[src/rtl/hazard_ctrl_if.sv]
// Hazard controller bus: pipeline hazard inputs and stall/flush strobes.
// Latency: none, plain wires grouped for port hygiene.
// Backpressure: stall/flush outputs are the backpressure toward PC and IF/ID.
interface hazard_ctrl_if;
    logic [2:0]  id_rx;
    logic [2:0]  id_ry;
    logic        id_use_rx;
    logic        id_use_ry;
    logic [1:0]  ex_mem_read;
    logic        ex_reg_write;
    logic [2:0]  ex_dst;
    logic        ex_branch_taken;
    logic        ex_jump;
    logic        mem_access;
    logic        pc_write_en;
    logic        if_id_write_en;
    logic        if_id_flush;
    logic        id_ex_flush;
    logic [1:0]  hz_state;
    logic [15:0] stall_count;

    // Pipeline side: drives hazard sources, observes enables/flushes
    modport master (
        output id_rx, id_ry, id_use_rx, id_use_ry, ex_mem_read, ex_reg_write,
               ex_dst, ex_branch_taken, ex_jump, mem_access,
        input  pc_write_en, if_id_write_en, if_id_flush, id_ex_flush,
               hz_state, stall_count
    );

    // Hazard controller side
    modport slave (
        input  id_rx, id_ry, id_use_rx, id_use_ry, ex_mem_read, ex_reg_write,
               ex_dst, ex_branch_taken, ex_jump, mem_access,
        output pc_write_en, if_id_write_en, if_id_flush, id_ex_flush,
               hz_state, stall_count
    );
endinterface

[src/rtl/hazard_ctrl.sv]
// Hazard controller for the 16-bit 5-stage pipeline: load-use, branch/jump flush, SRAM structural stall.
// Latency: outputs combinational from registered state + current inputs; multi-cycle hazards via down-counter.
// Backpressure: deasserts PC/IF-ID write enables and injects bubbles; HAZARD_PERF_CNT_EN adds a stall counter.
module hazard_ctrl #(
    parameter int LOAD_USE_BUBBLES    = 1,
    parameter int BRANCH_FLUSH_CYCLES = 1,
    parameter int MEM_WAIT_CYCLES     = 1,
    parameter int CNT_W               = 4
) (
    input logic          CLK,
    input logic          RST,
    hazard_ctrl_if.slave hz_bus
);
    typedef enum logic [1:0] {
        RUN        = 2'd0,
        LOAD_STALL = 2'd1,
        FLUSH      = 2'd2,
        MEM_WAIT   = 2'd3
    } state_e;

    state_e             state_q, state_d;
    logic [CNT_W-1:0]   cnt_q, cnt_d;

    logic branch;
    logic src_match;
    logic lu_hit;
    logic lu_stall;
    logic mem_stall;
    logic pc_we, ifid_we, ifid_fl, idex_fl;

    // Hazard detection and stall/flush strobes; branch wins, then SRAM conflict, then load-use
    always_comb begin
        branch    = hz_bus.ex_branch_taken | hz_bus.ex_jump;
        src_match = (hz_bus.id_use_rx & (hz_bus.id_rx == hz_bus.ex_dst)) |
                    (hz_bus.id_use_ry & (hz_bus.id_ry == hz_bus.ex_dst));
        // EX holds a bubble during LOAD_STALL, so its fields are stale and ignored
        lu_hit    = (state_q != LOAD_STALL) & (hz_bus.ex_mem_read != 2'b00) &
                    hz_bus.ex_reg_write & src_match;
        lu_stall  = lu_hit | (state_q == LOAD_STALL);
        mem_stall = hz_bus.mem_access | (state_q == MEM_WAIT);
        pc_we   = 1'b1;
        ifid_we = 1'b1;
        ifid_fl = 1'b0;
        idex_fl = 1'b0;
        if (RST) begin
            pc_we   = 1'b0;
            ifid_we = 1'b0;
            ifid_fl = 1'b1;
            idex_fl = 1'b1;
        end else if (branch || state_q == FLUSH) begin
            ifid_fl = 1'b1;
            idex_fl = 1'b1;
        end else if (mem_stall && lu_stall) begin
            // ID instruction held in IF/ID, so the fetch slot need not be squashed
            pc_we   = 1'b0;
            ifid_we = 1'b0;
            idex_fl = 1'b1;
        end else if (mem_stall) begin
            pc_we   = 1'b0;
            ifid_fl = 1'b1;
        end else if (lu_stall) begin
            pc_we   = 1'b0;
            ifid_we = 1'b0;
            idex_fl = 1'b1;
        end
    end

    // Next state / counter; a counter at 0 or 1 always returns to RUN so it cannot underflow
    always_comb begin
        state_d = state_q;
        cnt_d   = cnt_q;
        if (branch) begin
            if (BRANCH_FLUSH_CYCLES > 1) begin
                state_d = FLUSH;
                cnt_d   = CNT_W'(BRANCH_FLUSH_CYCLES - 1);
            end else begin
                state_d = RUN;
                cnt_d   = '0;
            end
        end else begin
            case (state_q)
                FLUSH, LOAD_STALL: begin
                    if (cnt_q <= CNT_W'(1)) begin
                        state_d = RUN;
                        cnt_d   = '0;
                    end else begin
                        cnt_d = cnt_q - CNT_W'(1);
                    end
                end
                MEM_WAIT: begin
                    if (lu_hit && LOAD_USE_BUBBLES > 1) begin
                        state_d = LOAD_STALL;
                        cnt_d   = CNT_W'(LOAD_USE_BUBBLES - 1);
                    end else if (cnt_q <= CNT_W'(1)) begin
                        state_d = RUN;
                        cnt_d   = '0;
                    end else begin
                        cnt_d = cnt_q - CNT_W'(1);
                    end
                end
                default: begin
                    if (lu_hit && LOAD_USE_BUBBLES > 1) begin
                        state_d = LOAD_STALL;
                        cnt_d   = CNT_W'(LOAD_USE_BUBBLES - 1);
                    end else if (hz_bus.mem_access && MEM_WAIT_CYCLES > 1) begin
                        state_d = MEM_WAIT;
                        cnt_d   = CNT_W'(MEM_WAIT_CYCLES - 1);
                    end
                end
            endcase
        end
    end

    // FSM state and counter registers
    always_ff @(posedge CLK) begin
        if (RST) begin
            state_q <= RUN;
            cnt_q   <= '0;
        end else begin
            state_q <= state_d;
            cnt_q   <= cnt_d;
        end
    end

    assign hz_bus.pc_write_en    = pc_we;
    assign hz_bus.if_id_write_en = ifid_we;
    assign hz_bus.if_id_flush    = ifid_fl;
    assign hz_bus.id_ex_flush    = idex_fl;
    assign hz_bus.hz_state       = RST ? 2'd0 : state_q;

`ifdef HAZARD_PERF_CNT_EN
    logic [15:0] stall_cnt_q;

    // Saturating count of cycles with the PC frozen
    always_ff @(posedge CLK) begin
        if (RST) begin
            stall_cnt_q <= 16'h0000;
        end else if (!pc_we && stall_cnt_q != 16'hFFFF) begin
            stall_cnt_q <= stall_cnt_q + 16'h0001;
        end
    end

    assign hz_bus.stall_count = stall_cnt_q;
`else
    assign hz_bus.stall_count = 16'h0000;
`endif
endmodule

[src/flat_wrapper.sv]
// flat-port wrapper written by rule: the top's interface ports become plain ports
module hazard_ctrl_flat 
#(
    parameter int LOAD_USE_BUBBLES    = 1,
    parameter int BRANCH_FLUSH_CYCLES = 1,
    parameter int MEM_WAIT_CYCLES     = 1,
    parameter int CNT_W               = 4
)
  (CLK, RST, hz_bus_id_rx, hz_bus_id_ry, hz_bus_id_use_rx, hz_bus_id_use_ry, hz_bus_ex_mem_read, hz_bus_ex_reg_write, hz_bus_ex_dst, hz_bus_ex_branch_taken, hz_bus_ex_jump, hz_bus_mem_access, hz_bus_pc_write_en, hz_bus_if_id_write_en, hz_bus_if_id_flush, hz_bus_id_ex_flush, hz_bus_hz_state, hz_bus_stall_count);
  hazard_ctrl_if hz_bus_i ();
  input logic CLK;
  input logic RST;
  input wire logic [$bits(hz_bus_i.id_rx)-1:0] hz_bus_id_rx;
  input wire logic [$bits(hz_bus_i.id_ry)-1:0] hz_bus_id_ry;
  input wire logic [$bits(hz_bus_i.id_use_rx)-1:0] hz_bus_id_use_rx;
  input wire logic [$bits(hz_bus_i.id_use_ry)-1:0] hz_bus_id_use_ry;
  input wire logic [$bits(hz_bus_i.ex_mem_read)-1:0] hz_bus_ex_mem_read;
  input wire logic [$bits(hz_bus_i.ex_reg_write)-1:0] hz_bus_ex_reg_write;
  input wire logic [$bits(hz_bus_i.ex_dst)-1:0] hz_bus_ex_dst;
  input wire logic [$bits(hz_bus_i.ex_branch_taken)-1:0] hz_bus_ex_branch_taken;
  input wire logic [$bits(hz_bus_i.ex_jump)-1:0] hz_bus_ex_jump;
  input wire logic [$bits(hz_bus_i.mem_access)-1:0] hz_bus_mem_access;
  output wire logic [$bits(hz_bus_i.pc_write_en)-1:0] hz_bus_pc_write_en;
  output wire logic [$bits(hz_bus_i.if_id_write_en)-1:0] hz_bus_if_id_write_en;
  output wire logic [$bits(hz_bus_i.if_id_flush)-1:0] hz_bus_if_id_flush;
  output wire logic [$bits(hz_bus_i.id_ex_flush)-1:0] hz_bus_id_ex_flush;
  output wire logic [$bits(hz_bus_i.hz_state)-1:0] hz_bus_hz_state;
  output wire logic [$bits(hz_bus_i.stall_count)-1:0] hz_bus_stall_count;
  assign hz_bus_i.id_rx = hz_bus_id_rx;
  assign hz_bus_i.id_ry = hz_bus_id_ry;
  assign hz_bus_i.id_use_rx = hz_bus_id_use_rx;
  assign hz_bus_i.id_use_ry = hz_bus_id_use_ry;
  assign hz_bus_i.ex_mem_read = hz_bus_ex_mem_read;
  assign hz_bus_i.ex_reg_write = hz_bus_ex_reg_write;
  assign hz_bus_i.ex_dst = hz_bus_ex_dst;
  assign hz_bus_i.ex_branch_taken = hz_bus_ex_branch_taken;
  assign hz_bus_i.ex_jump = hz_bus_ex_jump;
  assign hz_bus_i.mem_access = hz_bus_mem_access;
  assign hz_bus_pc_write_en = hz_bus_i.pc_write_en;
  assign hz_bus_if_id_write_en = hz_bus_i.if_id_write_en;
  assign hz_bus_if_id_flush = hz_bus_i.if_id_flush;
  assign hz_bus_id_ex_flush = hz_bus_i.id_ex_flush;
  assign hz_bus_hz_state = hz_bus_i.hz_state;
  assign hz_bus_stall_count = hz_bus_i.stall_count;
  hazard_ctrl #(.LOAD_USE_BUBBLES(LOAD_USE_BUBBLES), .BRANCH_FLUSH_CYCLES(BRANCH_FLUSH_CYCLES), .MEM_WAIT_CYCLES(MEM_WAIT_CYCLES), .CNT_W(CNT_W)) u_core (.CLK(CLK), .RST(RST), .hz_bus(hz_bus_i));
endmodule
[config.mk]
export PLATFORM = sky130hd
export DESIGN_NAME = hazard_ctrl_flat
export DESIGN_NICKNAME = d
export VERILOG_FILES = /design/src/rtl/hazard_ctrl_if.sv /design/src/rtl/hazard_ctrl.sv /design/src/flat_wrapper.sv
export SDC_FILE = /design/constraint.sdc
export NUM_CORES = 1
export LEC_CHECK = 0
export CAP_MARGIN = 20
export CORE_AREA = 2 2 39 41
export DETAILED_ROUTE_END_ITERATION = 8
export DIE_AREA = 0 0 41 43
export DONT_BUFFER_PORTS = 1
export GPL_TIMING_DRIVEN = 0
export PLACE_DENSITY = 0.33
export SLEW_MARGIN = 20
export SYNTH_ARGS = -nofsm -noshare
export SYNTH_HDL_FRONTEND = slang
export SYNTH_SLANG_ARGS = --single-unit
[constraint.sdc]
create_clock -name CLK -period 0.96 [get_ports CLK]
set_clock_uncertainty 0.1 [all_clocks]
set_input_delay 0.192 -clock CLK [delete_from_list [all_inputs] [get_ports CLK]]
set_output_delay 0.192 -clock CLK [all_outputs]
set_load 0.01 [all_outputs]
### Yosys cells after proc, flatten, opt, wreduce, memory -nomap -nowiden

Index checks and enable logic that the tools add are counted.

| word-level totals | value |
|---|---|
| register bits | 0 |
| input bits | 19 |
| output and inout bits | 22 |
| logic and storage cells | 28 |

| operators by class | value |
|---|---|
| equal/unequal tests | 2 |
| multiplexer cells | 18 |
| bitwise logic cells | 6 |
| reductions and logical operators | 2 |

Operators by type and width:

| operator | number |
|---|---|
| 1-bit two-way mux | 18 |
| 3-bit == test | 2 |
| 1-bit bitwise AND | 4 |
| 1-bit bitwise OR | 2 |
| 2-bit nonzero test | 1 |
| 1-bit logical AND | 1 |

### Logic depth before layout (Yosys ltp)

Gate-level depths: netlist of the first run.

| depth | value |
|---|---|
| depth after elaboration | 9 |
| mapped depth | 4 |
| mapped depth without buffers | 4 |

### Least setup slack after synthesis of the first run

Ideal clock, no wire load.

| timing path | value |
|---|---|
| kind | input to output |
| start point | input hz_bus_ex_dst[0] |
| end point | output hz_bus_id_ex_flush |
| data arrival time | 783 ps |
| required time | 668 ps |
| setup slack | -115 ps |
| cell stages on the path | 4 |
| path buffers | 0 |
| cell sequence | xnor2_1 nand4_1 a21oi_2 nand2b_1 |

| on the way | value |
|---|---|
| longest elaborated chain between the ends | 9 |
| elaborated cells between the ends (all ways) | 12 |
| those cells by class | eq/ne (2); mux (5); bitwise (4); reduce/logical (1) |

RTL lines:

| element | RTL line | text |
|---|---|---|
| start, declared | flat_wrapper.sv:19 | `input wire logic [$bits(hz_bus_i.ex_dst)-1:0] hz_bus_ex_dst;` |
| 3-bit == test, on equally long branches | hazard_ctrl.sv:34, hazard_ctrl.sv:35 |  |
| 1-bit bitwise AND, on equally long branches | hazard_ctrl.sv:34, hazard_ctrl.sv:35 |  |
| 1-bit bitwise OR (*) | hazard_ctrl.sv:34 | `src_match = (hz_bus.id_use_rx & (hz_bus.id_rx == hz_bus.ex_dst)) \|` |
| 1-bit bitwise AND (*) | hazard_ctrl.sv:38 | `hz_bus.ex_reg_write & src_match;` |
| 1-bit two-way mux | hazard_ctrl.sv:61 | `end else if (lu_stall) begin` |
| 1-bit two-way mux | hazard_ctrl.sv:58 | `end else if (mem_stall) begin` |
| 1-bit two-way mux (*) | hazard_ctrl.sv:53 | `end else if (mem_stall && lu_stall) begin` |
| 1-bit two-way mux (*) | hazard_ctrl.sv:50 | `end else if (branch \|\| state_q == FLUSH) begin` |
| 1-bit two-way mux (*) | hazard_ctrl.sv:45 | `if (RST) begin` |
| end, declared | flat_wrapper.sv:26 | `output wire logic [$bits(hz_bus_i.id_ex_flush)-1:0] hz_bus_id_ex_flush;` |

Mark *: on every way between the ends. The rest lies on a longest branch, timed or not.

### Worst setup path in the final report of the first run

| timing path | value |
|---|---|
| start point | input hz_bus_id_rx[1] |
| end point | output hz_bus_id_ex_flush |

| on the way | value |
|---|---|
| longest elaborated chain between the ends | 9 |
| elaborated cells between the ends (all ways) | 10 |
| those cells by class | eq/ne (1); mux (5); bitwise (3); reduce/logical (1) |

RTL lines:

| element | RTL line | text |
|---|---|---|
| start, declared | flat_wrapper.sv:13 | `input wire logic [$bits(hz_bus_i.id_rx)-1:0] hz_bus_id_rx;` |
| 3-bit == test (*) | hazard_ctrl.sv:34 |  |
| 1-bit bitwise AND (*) | hazard_ctrl.sv:34 |  |
| 1-bit bitwise OR (*) | hazard_ctrl.sv:34 |  |
| 1-bit bitwise AND (*) | hazard_ctrl.sv:38 |  |
| 1-bit two-way mux | hazard_ctrl.sv:61 |  |
| 1-bit two-way mux | hazard_ctrl.sv:58 |  |
| 1-bit two-way mux (*) | hazard_ctrl.sv:53 |  |
| 1-bit two-way mux (*) | hazard_ctrl.sv:50 |  |
| 1-bit two-way mux (*) | hazard_ctrl.sv:45 |  |

Marks and branches as above.

==> impl_results.md, run 1 <==
- Status: finished with violations
- Failing checks: setup timing
- Endpoints failing setup: 4
- Setup TNS Final: -0.5876 ns
- Pins Over Slew Limit: 0
- Setup ws final: -0.1682 ns
- Period minus WS final: 1.128 ns
- Hold path depth: 1
- DRC: 0
- GRT Resource Usage Total: 3.711%
- Mean Syn Cell Area: 7.000 um^2
- Global-route wire length before repair: just under 500 um
- Diodes inserted: 0
- Syn Inst Count: 37
- Total area of sequential cells: 0 um^2
- Via density: slightly above 3
- Vias in the first global route: approximately 150
- Die area: approximately 1800 um^2
- Layout cells sized above 1: about half
- Unrepaired setup endpoints after global routing: yes
- Fillcell total: ~150
- Chip width: 41 um
- CP arrival: around 0.84 ns
- Total leakage power: approximately 0.00023 uW
- Max incr delay on CP: 0.23 ns
- CP Capture Type: output pin
- Slowest-stage cell, CP: a21oi_2
- DRT Pass-1 Iters: 1
- Sequential-to-total area share from yosys stat: 0%
- Starting density of the core: 18.72%
- CP startpoint kind: input pin
- Dpl hpwl: 448.2 um
- Nets: 75
- Pwr/cell area: 393.3 nW/um^2
- RD Place Congestion: just under 0.6
- Total routed wirelength: around 430 um
- Via count: roughly 220
- Synth unique cells: 12
- Pre-CTS setup slack: -0.2103 ns
- YS warnings: 0
- WS Path Type: input pin to output pin
- GRT overflow: 0
- Clkbuf count: 0
- Mapped Area: 259.0 um^2
- Final hold viol count: 0
- IO Pins: between 40 and 50
- # rows: 14
- Largest net degree at the start of global routing: 5
- Final std cells w/o fill: 70
- CP Cell Sequence: xnor2_4, nand4_1, a21oi_2, nand2b_4
- Max-Cap Viols: 0
- CP Max Fanout: 4
- Routed Antenna Nets: 0
- DR WL/cell: between 6 and 7 um
- Core ar.: roughly 1400 um^2
- Hold endpoint: hz_bus_if_id_write_en
- Worst hold path type: input pin to output pin
- Input/output buffers: 0
- CP Data Required Time: ~0.67 ns
- Die Ht: between 40 and 50 um
- IR drop worst, VDD: ~0.11 mV
- Fmax: between 800 and 900 MHz
- Antenna violations before repair: 0
- DP Cell Count: 70
- Syn-to-layout area delta: 57.01%
- Final Cycle Share: 117.5%
- Multi-input combinational cell area: around 250 um^2
- DR iter-0 viols: 0
- FFs & Latches: 0
- Hold Path Origin: RST
- Post-CTS Setup Bufs: 0
## cell families (layout without fill, tap and decap cells)
logic type      after synthesis  after routing  synth area share (%)
other cells                   1             18                 1.448
xor+xnor                      6              6                 20.29
compound gates                6              6                 14.01
buf+inv                      19             19                 53.62
simple gates                  5              5                 10.63
## where the power goes
part	switching, uW	internal [uW]	leakage, uW
registers	0	0	0
clock network	0	0	0
logic	63.8	96.2	0.000229
## layout make-up
type | count | area share [%]
Buffer | 18 | 33.23
Inverter | 1 | 0.9231
Multi-Input combinational cell | 35 | 60.92
Tap cell | 16 | 4.923
## worst max path at each step
stage / to / cells after the start / slack, ns / start
floorplan: hz_bus_id_ex_flush / 4 / -0.11 / hz_bus_ex_dst[1]
global route: hz_bus_id_ex_flush / 4 / -0.24 / hz_bus_id_rx[1]
CTS: hz_bus_id_ex_flush / 4 / -0.19 / hz_bus_id_ry[0]
finish: hz_bus_id_ex_flush / 4 / -0.17 / hz_bus_id_rx[1]
detailed placement: hz_bus_id_ex_flush / 4 / -0.21 / hz_bus_ex_dst[0]
global placement: hz_bus_id_ex_flush / 4 / -0.21 / hz_bus_ex_dst[2]
## Yosys cell counts, drive strengths merged
library cell / number / share of area [%]
a21o: 1 / 2.9
a21oi: 3 / 7.2
buf: 18 / 52
conb: 1 / 1.4
inv: 1 / 1.4
nand2b: 1 / 2.4
nand4: 2 / 4.8
nor2: 1 / 1.4
nor3: 1 / 1.9
o21ai: 2 / 3.9
xnor2: 6 / 20
## placed cells by master, fill, tap and decap left out, drive strengths merged
| cell type | n |
|---|---|
| buf | 18 |
| conb | 18 |
| xnor2 | 6 |
| a21oi | 3 |
| nand4 | 2 |
| o21ai | 2 |
| nor3 | 1 |
| nand2b | 1 |
| inv | 1 |
| nor2 | 1 |
| a21o | 1 |
## critical path, delay by kind of cell
kind,cells,cell delay [ns]
xor+xnor,1,0.12
simple gates,2,0.30
compound gates,1,0.23
## through the flow
step | hold slack, ns | power (uW) | util, % | cell area (um^2)
after floorplan | 0.3281 | 136.9 | - | 345.3
after global placement | 0.3351 | 142.9 | 26.40 | 365.4
after detailed placement | 0.3351 | 143.1 | 26.40 | 365.4
after CTS | 0.3356 | 153.7 | 28.57 | 395.4
after global routing | 0.3339 | 175.1 | 29.39 | 406.6
final | 0.3343 | 159.9 | 29.39 | 406.6
## timing repair
action,4_1_cts,5_1_grt
pin swaps,4,4
setup endpoints to repair,4,4
resized for setup,4,1
hold buffers,0,0
## metal layers
| layer | vias up | GRT usage [%] | wire, um |
|---|---|---|---|
| met1 | 74 | 3.846 | 112 |
| met2 | 26 | 7.500 | 173 |
| met4 | 0 | 0 | 0 |
| li1 | 118 | - | - |
| met3 | 0 | 0.5236 | 140 |
| met5 | - | 0 | 0 |
Note: power is estimated with default switching activity, not from simulation.
==> run 2, diff against run 1 <==
--- a/config.mk
+++ b/config.mk
@@ -10,6 +10,7 @@
 export DETAILED_ROUTE_END_ITERATION = 8
 export DIE_AREA = 0 0 41 43
 export DONT_BUFFER_PORTS = 1
+export GPL_ROUTABILITY_DRIVEN = 0
 export GPL_TIMING_DRIVEN = 0
 export PLACE_DENSITY = 0.33
 export SLEW_MARGIN = 20
==> results of run 2 <==
Same layout as run 1: the final DEF is identical, and so are final timing and power.
